<file path="config.mk">
export PLATFORM = sky130hd
export DESIGN_NAME = controlador_corrector_flat
export DESIGN_NICKNAME = d
export VERILOG_FILES = /design/src/rtl/controlador_corrector_if.sv /design/src/rtl/controlador_corrector.sv /design/src/flat_wrapper.sv
export SDC_FILE = /design/constraint.sdc
export NUM_CORES = 1
export LEC_CHECK = 0
export BUFFER_PORTS_ARGS = -buffer_cell sky130_fd_sc_hd__buf_2
export CAP_MARGIN = 10
export CELL_PAD_IN_SITES_DETAIL_PLACEMENT = 1
export CELL_PAD_IN_SITES_GLOBAL_PLACEMENT = 1
export CORE_MARGIN = 8
export CORE_UTILIZATION = 46
export CTS_BUF_LIST = sky130_fd_sc_hd__clkbuf_2 sky130_fd_sc_hd__clkbuf_4 sky130_fd_sc_hd__clkbuf_8
export CTS_CLUSTER_DIAMETER = 100
export CTS_CLUSTER_SIZE = 28
export DETAILED_ROUTE_END_ITERATION = 16
export PLACE_DENSITY_LB_ADDON = 0.05
export SETUP_SLACK_MARGIN = 0.02
export SLEW_MARGIN = 20
export SYNTH_ARGS = -nofsm -noshare
export SYNTH_HDL_FRONTEND = slang
export SYNTH_SLANG_ARGS = --single-unit
</file>
<file path="constraint.sdc">
create_clock -name clk -period 3.1 [get_ports clk]
set_input_delay 0.155 -clock clk [delete_from_list [all_inputs] [get_ports clk]]
set_output_delay 0.155 -clock clk [all_outputs]
set_load 0.005 [all_outputs]
</file>
<file path="src/rtl/controlador_corrector_if.sv">
// Stream bundle for the Hamming(7,4) correction controller: received-word input
// and corrected-result output, both valid/ready.
interface controlador_corrector_if;
    logic       in_valid;
    logic       in_ready;
    logic [6:0] in_palabra;
    logic       out_valid;
    logic       out_ready;
    logic [6:0] out_palabra;
    logic [3:0] out_dato;
    logic       out_error;
    logic [2:0] out_sindrome;

    modport slave (
        input  in_valid, in_palabra, out_ready,
        output in_ready, out_valid, out_palabra, out_dato, out_error, out_sindrome
    );

    modport master (
        output in_valid, in_palabra, out_ready,
        input  in_ready, out_valid, out_palabra, out_dato, out_error, out_sindrome
    );
endinterface

</file>
<file path="src/rtl/controlador_corrector.sv">
// Hamming(7,4) sequencing controller: FIFO-buffered input, syndrome, external correction,
// registered result. Optional error counter enabled by macro CONT_ERRORES_EN.
module controlador_corrector #(
    parameter int PROFUNDIDAD = 4
`ifdef CONT_ERRORES_EN
    ,
    parameter int ANCHO_CONT  = 8
`endif
) (
    input  logic                  clk,
    input  logic                  rst,
    controlador_corrector_if.slave bus,
    output logic [2:0]            cor_sindrome,
    output logic [6:0]            cor_datos,
    input  logic [6:0]            cor_data,
    output logic                  ocupado
`ifdef CONT_ERRORES_EN
    ,
    output logic [ANCHO_CONT-1:0] cont_errores
`endif
);

    localparam int PTR_W = $clog2(PROFUNDIDAD);
    localparam int CNT_W = PTR_W + 1;

    typedef enum logic [1:0] {
        IDLE     = 2'd0,
        SINDROME = 2'd1,
        CORREGIR = 2'd2,
        SALIDA   = 2'd3
    } estado_t;

    function automatic logic [2:0] calc_sindrome(input logic [6:0] w);
        logic [2:0] s;
        s[0] = w[0] ^ w[2] ^ w[4] ^ w[6];
        s[1] = w[1] ^ w[2] ^ w[5] ^ w[6];
        s[2] = w[3] ^ w[4] ^ w[5] ^ w[6];
        return s;
    endfunction

    estado_t          estado_r, estado_sig_s;
    logic [6:0]       mem_r [PROFUNDIDAD];
    logic [PTR_W-1:0] wr_ptr_r, rd_ptr_r;
    logic [CNT_W-1:0] cnt_r, cnt_sig_s;
    logic             in_ready_r, ocupado_r;
    logic             push_s, pop_s, vacio_s, hs_out_s;
    logic [6:0]       trabajo_r;
    logic [2:0]       sind_r;
    logic             out_valid_r, out_error_r;
    logic [6:0]       out_palabra_r;
    logic [3:0]       out_dato_r;
    logic [2:0]       out_sindrome_r;

    assign vacio_s  = (cnt_r == '0);
    assign push_s   = bus.in_valid && in_ready_r;
    assign hs_out_s = out_valid_r && bus.out_ready;

    // Next-state and pop decision; no bypass since pops only see stored words.
    always_comb begin
        estado_sig_s = estado_r;
        pop_s        = 1'b0;
        case (estado_r)
            IDLE: begin
                if (!vacio_s) begin
                    pop_s        = 1'b1;
                    estado_sig_s = SINDROME;
                end else begin
                    estado_sig_s = IDLE;
                end
            end
            SINDROME: estado_sig_s = CORREGIR;
            CORREGIR: estado_sig_s = SALIDA;
            SALIDA: begin
                if (hs_out_s) begin
                    if (!vacio_s) begin
                        pop_s        = 1'b1;
                        estado_sig_s = SINDROME;
                    end else begin
                        estado_sig_s = IDLE;
                    end
                end else begin
                    estado_sig_s = SALIDA;
                end
            end
            default: estado_sig_s = IDLE;
        endcase
    end

    // Occupancy update; simultaneous push and pop leaves the count unchanged.
    always_comb begin
        cnt_sig_s = cnt_r;
        case ({push_s, pop_s})
            2'b10:   cnt_sig_s = cnt_r + CNT_W'(1'b1);
            2'b01:   cnt_sig_s = cnt_r - CNT_W'(1'b1);
            default: cnt_sig_s = cnt_r;
        endcase
    end

    // State register plus FIFO pointers, occupancy and the registered status flags.
    always_ff @(posedge clk) begin
        if (rst) begin
            estado_r   <= IDLE;
            wr_ptr_r   <= '0;
            rd_ptr_r   <= '0;
            cnt_r      <= '0;
            in_ready_r <= 1'b1;
            ocupado_r  <= 1'b0;
        end else begin
            estado_r   <= estado_sig_s;
            if (push_s) wr_ptr_r <= wr_ptr_r + PTR_W'(1'b1);
            if (pop_s)  rd_ptr_r <= rd_ptr_r + PTR_W'(1'b1);
            cnt_r      <= cnt_sig_s;
            in_ready_r <= !cnt_sig_s[PTR_W];
            ocupado_r  <= (estado_sig_s != IDLE) || (cnt_sig_s != '0);
        end
    end

    // FIFO storage; contents are only meaningful under the occupancy count.
    always_ff @(posedge clk) begin
        if (push_s) mem_r[wr_ptr_r] <= bus.in_palabra;
    end

    // Work word, syndrome and result capture.
    always_ff @(posedge clk) begin
        if (rst) begin
            trabajo_r      <= 7'd0;
            sind_r         <= 3'd0;
            out_valid_r    <= 1'b0;
            out_palabra_r  <= 7'd0;
            out_dato_r     <= 4'd0;
            out_error_r    <= 1'b0;
            out_sindrome_r <= 3'd0;
        end else begin
            if (pop_s) trabajo_r <= mem_r[rd_ptr_r];
            if (estado_r == SINDROME) sind_r <= calc_sindrome(trabajo_r);
            if (estado_r == CORREGIR) begin
                out_palabra_r  <= cor_data;
                out_dato_r     <= {cor_data[6], cor_data[5], cor_data[4], cor_data[2]};
                out_error_r    <= (sind_r != 3'd0);
                out_sindrome_r <= sind_r;
            end
            out_valid_r <= (estado_sig_s == SALIDA);
        end
    end

`ifdef CONT_ERRORES_EN
    logic [ANCHO_CONT-1:0] cont_r;

    // Saturating count of corrected results actually delivered.
    always_ff @(posedge clk) begin
        if (rst) begin
            cont_r <= '0;
        end else if (hs_out_s && out_error_r && (cont_r != '1)) begin
            cont_r <= cont_r + ANCHO_CONT'(1'b1);
        end else begin
            cont_r <= cont_r;
        end
    end

    assign cont_errores = cont_r;
`endif

    assign bus.in_ready     = in_ready_r;
    assign bus.out_valid    = out_valid_r;
    assign bus.out_palabra  = out_palabra_r;
    assign bus.out_dato     = out_dato_r;
    assign bus.out_error    = out_error_r;
    assign bus.out_sindrome = out_sindrome_r;
    assign cor_datos        = trabajo_r;
    assign cor_sindrome     = sind_r;
    assign ocupado          = ocupado_r;

endmodule

</file>
<file path="src/flat_wrapper.sv">
// flat-port wrapper written by rule: the top's interface ports become plain ports
module controlador_corrector_flat 
#(
    parameter int PROFUNDIDAD = 4

)
  (clk, rst, cor_sindrome, cor_datos, cor_data, ocupado, bus_in_valid, bus_in_palabra, bus_out_ready, bus_in_ready, bus_out_valid, bus_out_palabra, bus_out_dato, bus_out_error, bus_out_sindrome);
  controlador_corrector_if bus_i ();
  input  logic clk;
  input  logic rst;
  output logic [2:0] cor_sindrome;
  output logic [6:0] cor_datos;
  input  logic [6:0] cor_data;
  output logic ocupado;
  input wire logic [$bits(bus_i.in_valid)-1:0] bus_in_valid;
  input wire logic [$bits(bus_i.in_palabra)-1:0] bus_in_palabra;
  input wire logic [$bits(bus_i.out_ready)-1:0] bus_out_ready;
  output wire logic [$bits(bus_i.in_ready)-1:0] bus_in_ready;
  output wire logic [$bits(bus_i.out_valid)-1:0] bus_out_valid;
  output wire logic [$bits(bus_i.out_palabra)-1:0] bus_out_palabra;
  output wire logic [$bits(bus_i.out_dato)-1:0] bus_out_dato;
  output wire logic [$bits(bus_i.out_error)-1:0] bus_out_error;
  output wire logic [$bits(bus_i.out_sindrome)-1:0] bus_out_sindrome;
  assign bus_i.in_valid = bus_in_valid;
  assign bus_i.in_palabra = bus_in_palabra;
  assign bus_i.out_ready = bus_out_ready;
  assign bus_in_ready = bus_i.in_ready;
  assign bus_out_valid = bus_i.out_valid;
  assign bus_out_palabra = bus_i.out_palabra;
  assign bus_out_dato = bus_i.out_dato;
  assign bus_out_error = bus_i.out_error;
  assign bus_out_sindrome = bus_i.out_sindrome;
  controlador_corrector #(.PROFUNDIDAD(PROFUNDIDAD)) u_core (.clk(clk), .rst(rst), .bus(bus_i), .cor_sindrome(cor_sindrome), .cor_datos(cor_datos), .cor_data(cor_data), .ocupado(ocupado));
endmodule
</file>
==> impl_results.md <==
* Status: completed
* EDFF count, synth at 28
* Fin Clk Skew at ~0.0076 ns
* Postcts setup bufs at 0
* GP Congestion at between 0.6 and 0.7
* Area growth syn-to-layout at 16.82%
* Drt pass-1 iters at 4
* Cell count after synthesis at between 150 and 200
* Pwr Total at ~0.0028 W
* Num ports at 46
* Critical path required time at between 3 and 4 ns
* Avg Vias per Cell at roughly 4.9
* Initial Util at 0.4666
* Share of cells above drive strength 1 at 0.3054
* FFs w/ async S/R, synth at 0
* Detailed Route Iter0 Violations at 55
* Syn nets at 218
* Clk root buf: clkbuf_8
* Max cap viols at 0
* CTS tree: done
* Total Routing Usage GR at 0.1321
* Yosys reg bits at 61
* RSZ-0062 raised after global routing: no
* Hold_ws at roughly 0.03 ns
* Endpoints failing hold at 0
* Die height at 89.81 µm
* CTS resizes at 0
* Initial antenna violation count at 0
* Warnings from Yosys at 0
* Max clock buf depth at 2
* Hold WC Path Type: in2reg
* Largest net degree at the start of global routing at 34
* CP endpoint kind: register
* Cell Count, Final, Fillers Out at 311
* Fmax at about 400 MHz
* Clk slew on worst S/H paths at about 0.07 ns
* Setup WS post-layout at approximately 0.61 ns
* Place WS at around 0.56 ns
* Post-route DRC at 0
* Period utilization at 0.8026
* Final min period at ~2.5 ns
* Cts hold-fix bufs at 0
* First-pass GRT wire length at about 8400 µm
* Mapped cell area at about 0.0025 mm²
* Footprint of the multi-input gates at 902.1 µm²
* Predominant post-synthesis flop cell: dfxtp_1
* Inserted Clock Buffers at 9
* Die width at ~90 µm
* Sequential share of the synthesized area at 0.5991
* Core Region at ~0.0054 mm²
* Clk sink count at 61
* Grt ovf at 0
* Worst Max-Slew Pin Slew at 0.6777 ns
* Delay-heaviest family, CP: adder cells
* Arrival time of the worst setup path at roughly 2.7 ns
* Peak supply drop at between 0.4 and 0.5 mV
* H-tree levels at 3
* Avg Synthesized Cell Area at roughly 13 µm²
* Cell Pwr Density at 940.8 mW/mm²
* Die area at about 0.0081 mm²
* Max incr delay on CP at just under 0.4 ns
* Avg WL per Cell at 16.40 µm
* FILL cells at ~550
* Buffers on Ports at between 40 and 50
* Final setup TNS at 0 ns
* HPWL after DPL at roughly 3800 µm
* Crit path kind: reg2reg
* Critical path's slowest cell: dfxtp_1
* CP startpoint kind: register
* Inst Count DP at between 200 and 300
* Register area at around 0.0015 mm²
* Max FO, Critical Path at 4
* Clk Latency, worst-skew pair at roughly 0.34 ns
* Relative slew slack at 0.5482
* Post-synth cell types at 28
* Nets at around 260
* DRT antenna net count at 0
* Inserted Diodes at 0
* Leakage at around 1.1 nW
* Routed vias at roughly 1,500
* Vias in the first global route at ~1,700
* Crit path buf inv count at 2
* Final setup fails at 0
* Site Rows at 27
* Crit path cell chain: inv_1 > ha_1 > nor3_2 > ha_1 > inv_1 > fa_1 > xor2_1 > nor2_1 > xnor2_1 > a41oi_1
* Total wire length at ~5100 µm
* Slew Limit Fails at 0
synth_stat cells (2+ instances only):
cell type | n | share of area
buf_4 | 4 | 0.012
mux4_2 | 7 | 0.063
a21oi_1 | 3 | 0.0060
buf_6 | 2 | 0.0090
a211oi_1 | 4 | 0.012
mux2i_1 | 17 | 0.068
inv_1 | 7 | 0.010
nor2_1 | 32 | 0.048
clkbuf_1 | 5 | 0.0075
edfxtp_1 | 28 | 0.34
xor2_1 | 2 | 0.0070
dfxtp_1 | 33 | 0.26
nand2_1 | 4 | 0.0060
nor3_2 | 2 | 0.0080
ha_1 | 10 | 0.050
nor3_1 | 2 | 0.0040
and3_1 | 4 | 0.010
xnor2_1 | 12 | 0.042
nand3_1 | 2 | 0.0040
power by group:
part | leakage [nW] | total [W] | switching, W | internal [W]
registers | 0.526 | 0.00117 | 0.000158 | 0.00101
logic | 0.534 | 0.000968 | 0.000488 | 0.000480
clock network | 0.0856 | 0.000615 | 0.000324 | 0.000291
total | 1.15 | 0.00275 | 0.000970 | 0.00178
logic make-up (layout without fill, tap and decap cells):
| group | count (synthesis) | in the layout | share of synthesized area |
|---|---|---|---|
| AND/OR/NAND/NOR | 48 | 48 | 0.08837 |
| buffers and inverters | 19 | 69 | 0.04094 |
| adder cells (fa/ha/maj) | 11 | 11 | 0.05791 |
| AO/OA/AOI/OAI | 11 | 11 | 0.02946 |
| XOR/XNOR | 14 | 14 | 0.04893 |
| flip-flops | 61 | 61 | 0.5991 |
| multiplexers | 25 | 25 | 0.1353 |
metrics by stage:
step,area [µm²],utilization
floorplan,2506,-
global placement,2753,0.5125
finish,2928,0.5451
CTS,2928,0.5451
detailed placement,2753,0.5125
global route,2928,0.5451
layout by cell type, fill, tap and decap left out, types with 2 or more instances in the layout:
cell type	instances
buf_2	45
dfxtp_1	33
nor2_1	32
edfxtp_1	28
mux2i_1	17
xnor2_1	12
ha_1	10
clkbuf_8	9
inv_1	7
mux4_2	7
nand2_1	4
and3_1	4
a211oi_1	4
a21oi_1	3
nor3_2	2
xor2_1	2
nand3_1	2
nor3_1	2
clkinvlp_4	2
clkinv_4	2
clkinv_2	2
path summary, 6_finish.rpt:
check,start,to,slack [ns],depth (start not counted)
worst max-delay path,u_core.estado_r[1],u_core.ocupado,0.61,10
worst min-delay path,bus_in_palabra[6],u_core.mem_r[2][6],0.03,1
worst max register to register,u_core.estado_r[1],u_core.ocupado,0.61,10
worst min register to register,u_core.bus.out_sindrome[1],u_core.bus.out_sindrome[1],0.50,2
state kept, by name, indices dropped and copies added (netlist names):
signal                   cells
u_core.bus.in_ready          1
u_core.bus.out_dato          4
u_core.bus.out_error         1
u_core.bus.out_palabra       3
u_core.bus.out_sindrome      3
u_core.bus.out_valid         1
u_core.cnt_r                 3
u_core.cor_datos             7
u_core.cor_sindrome          3
u_core.estado_r              2
u_core.mem_r                28
u_core.ocupado               1
u_core.rd_ptr_r              2
u_core.wr_ptr_r              2
layer usage:
metal | GRT usage | part of all wire
met5 | 0 | 0
met4 | 0.07757 | 0.020
met3 | 0.04323 | 0.052
met2 | 0.2258 | 0.50
met1 | 0.1391 | 0.42
cell type report:
cell class,instances,share of cell area
inverters,7,0.008974
multi-input cells,109,0.3081
clock buffers,9,0.04231
flip-flops and latches,61,0.5128
repair buffers,46,0.07949
clock inverters,7,0.01752
well taps,72,0.03077
Note: power is estimated with default switching activity, not from simulation.
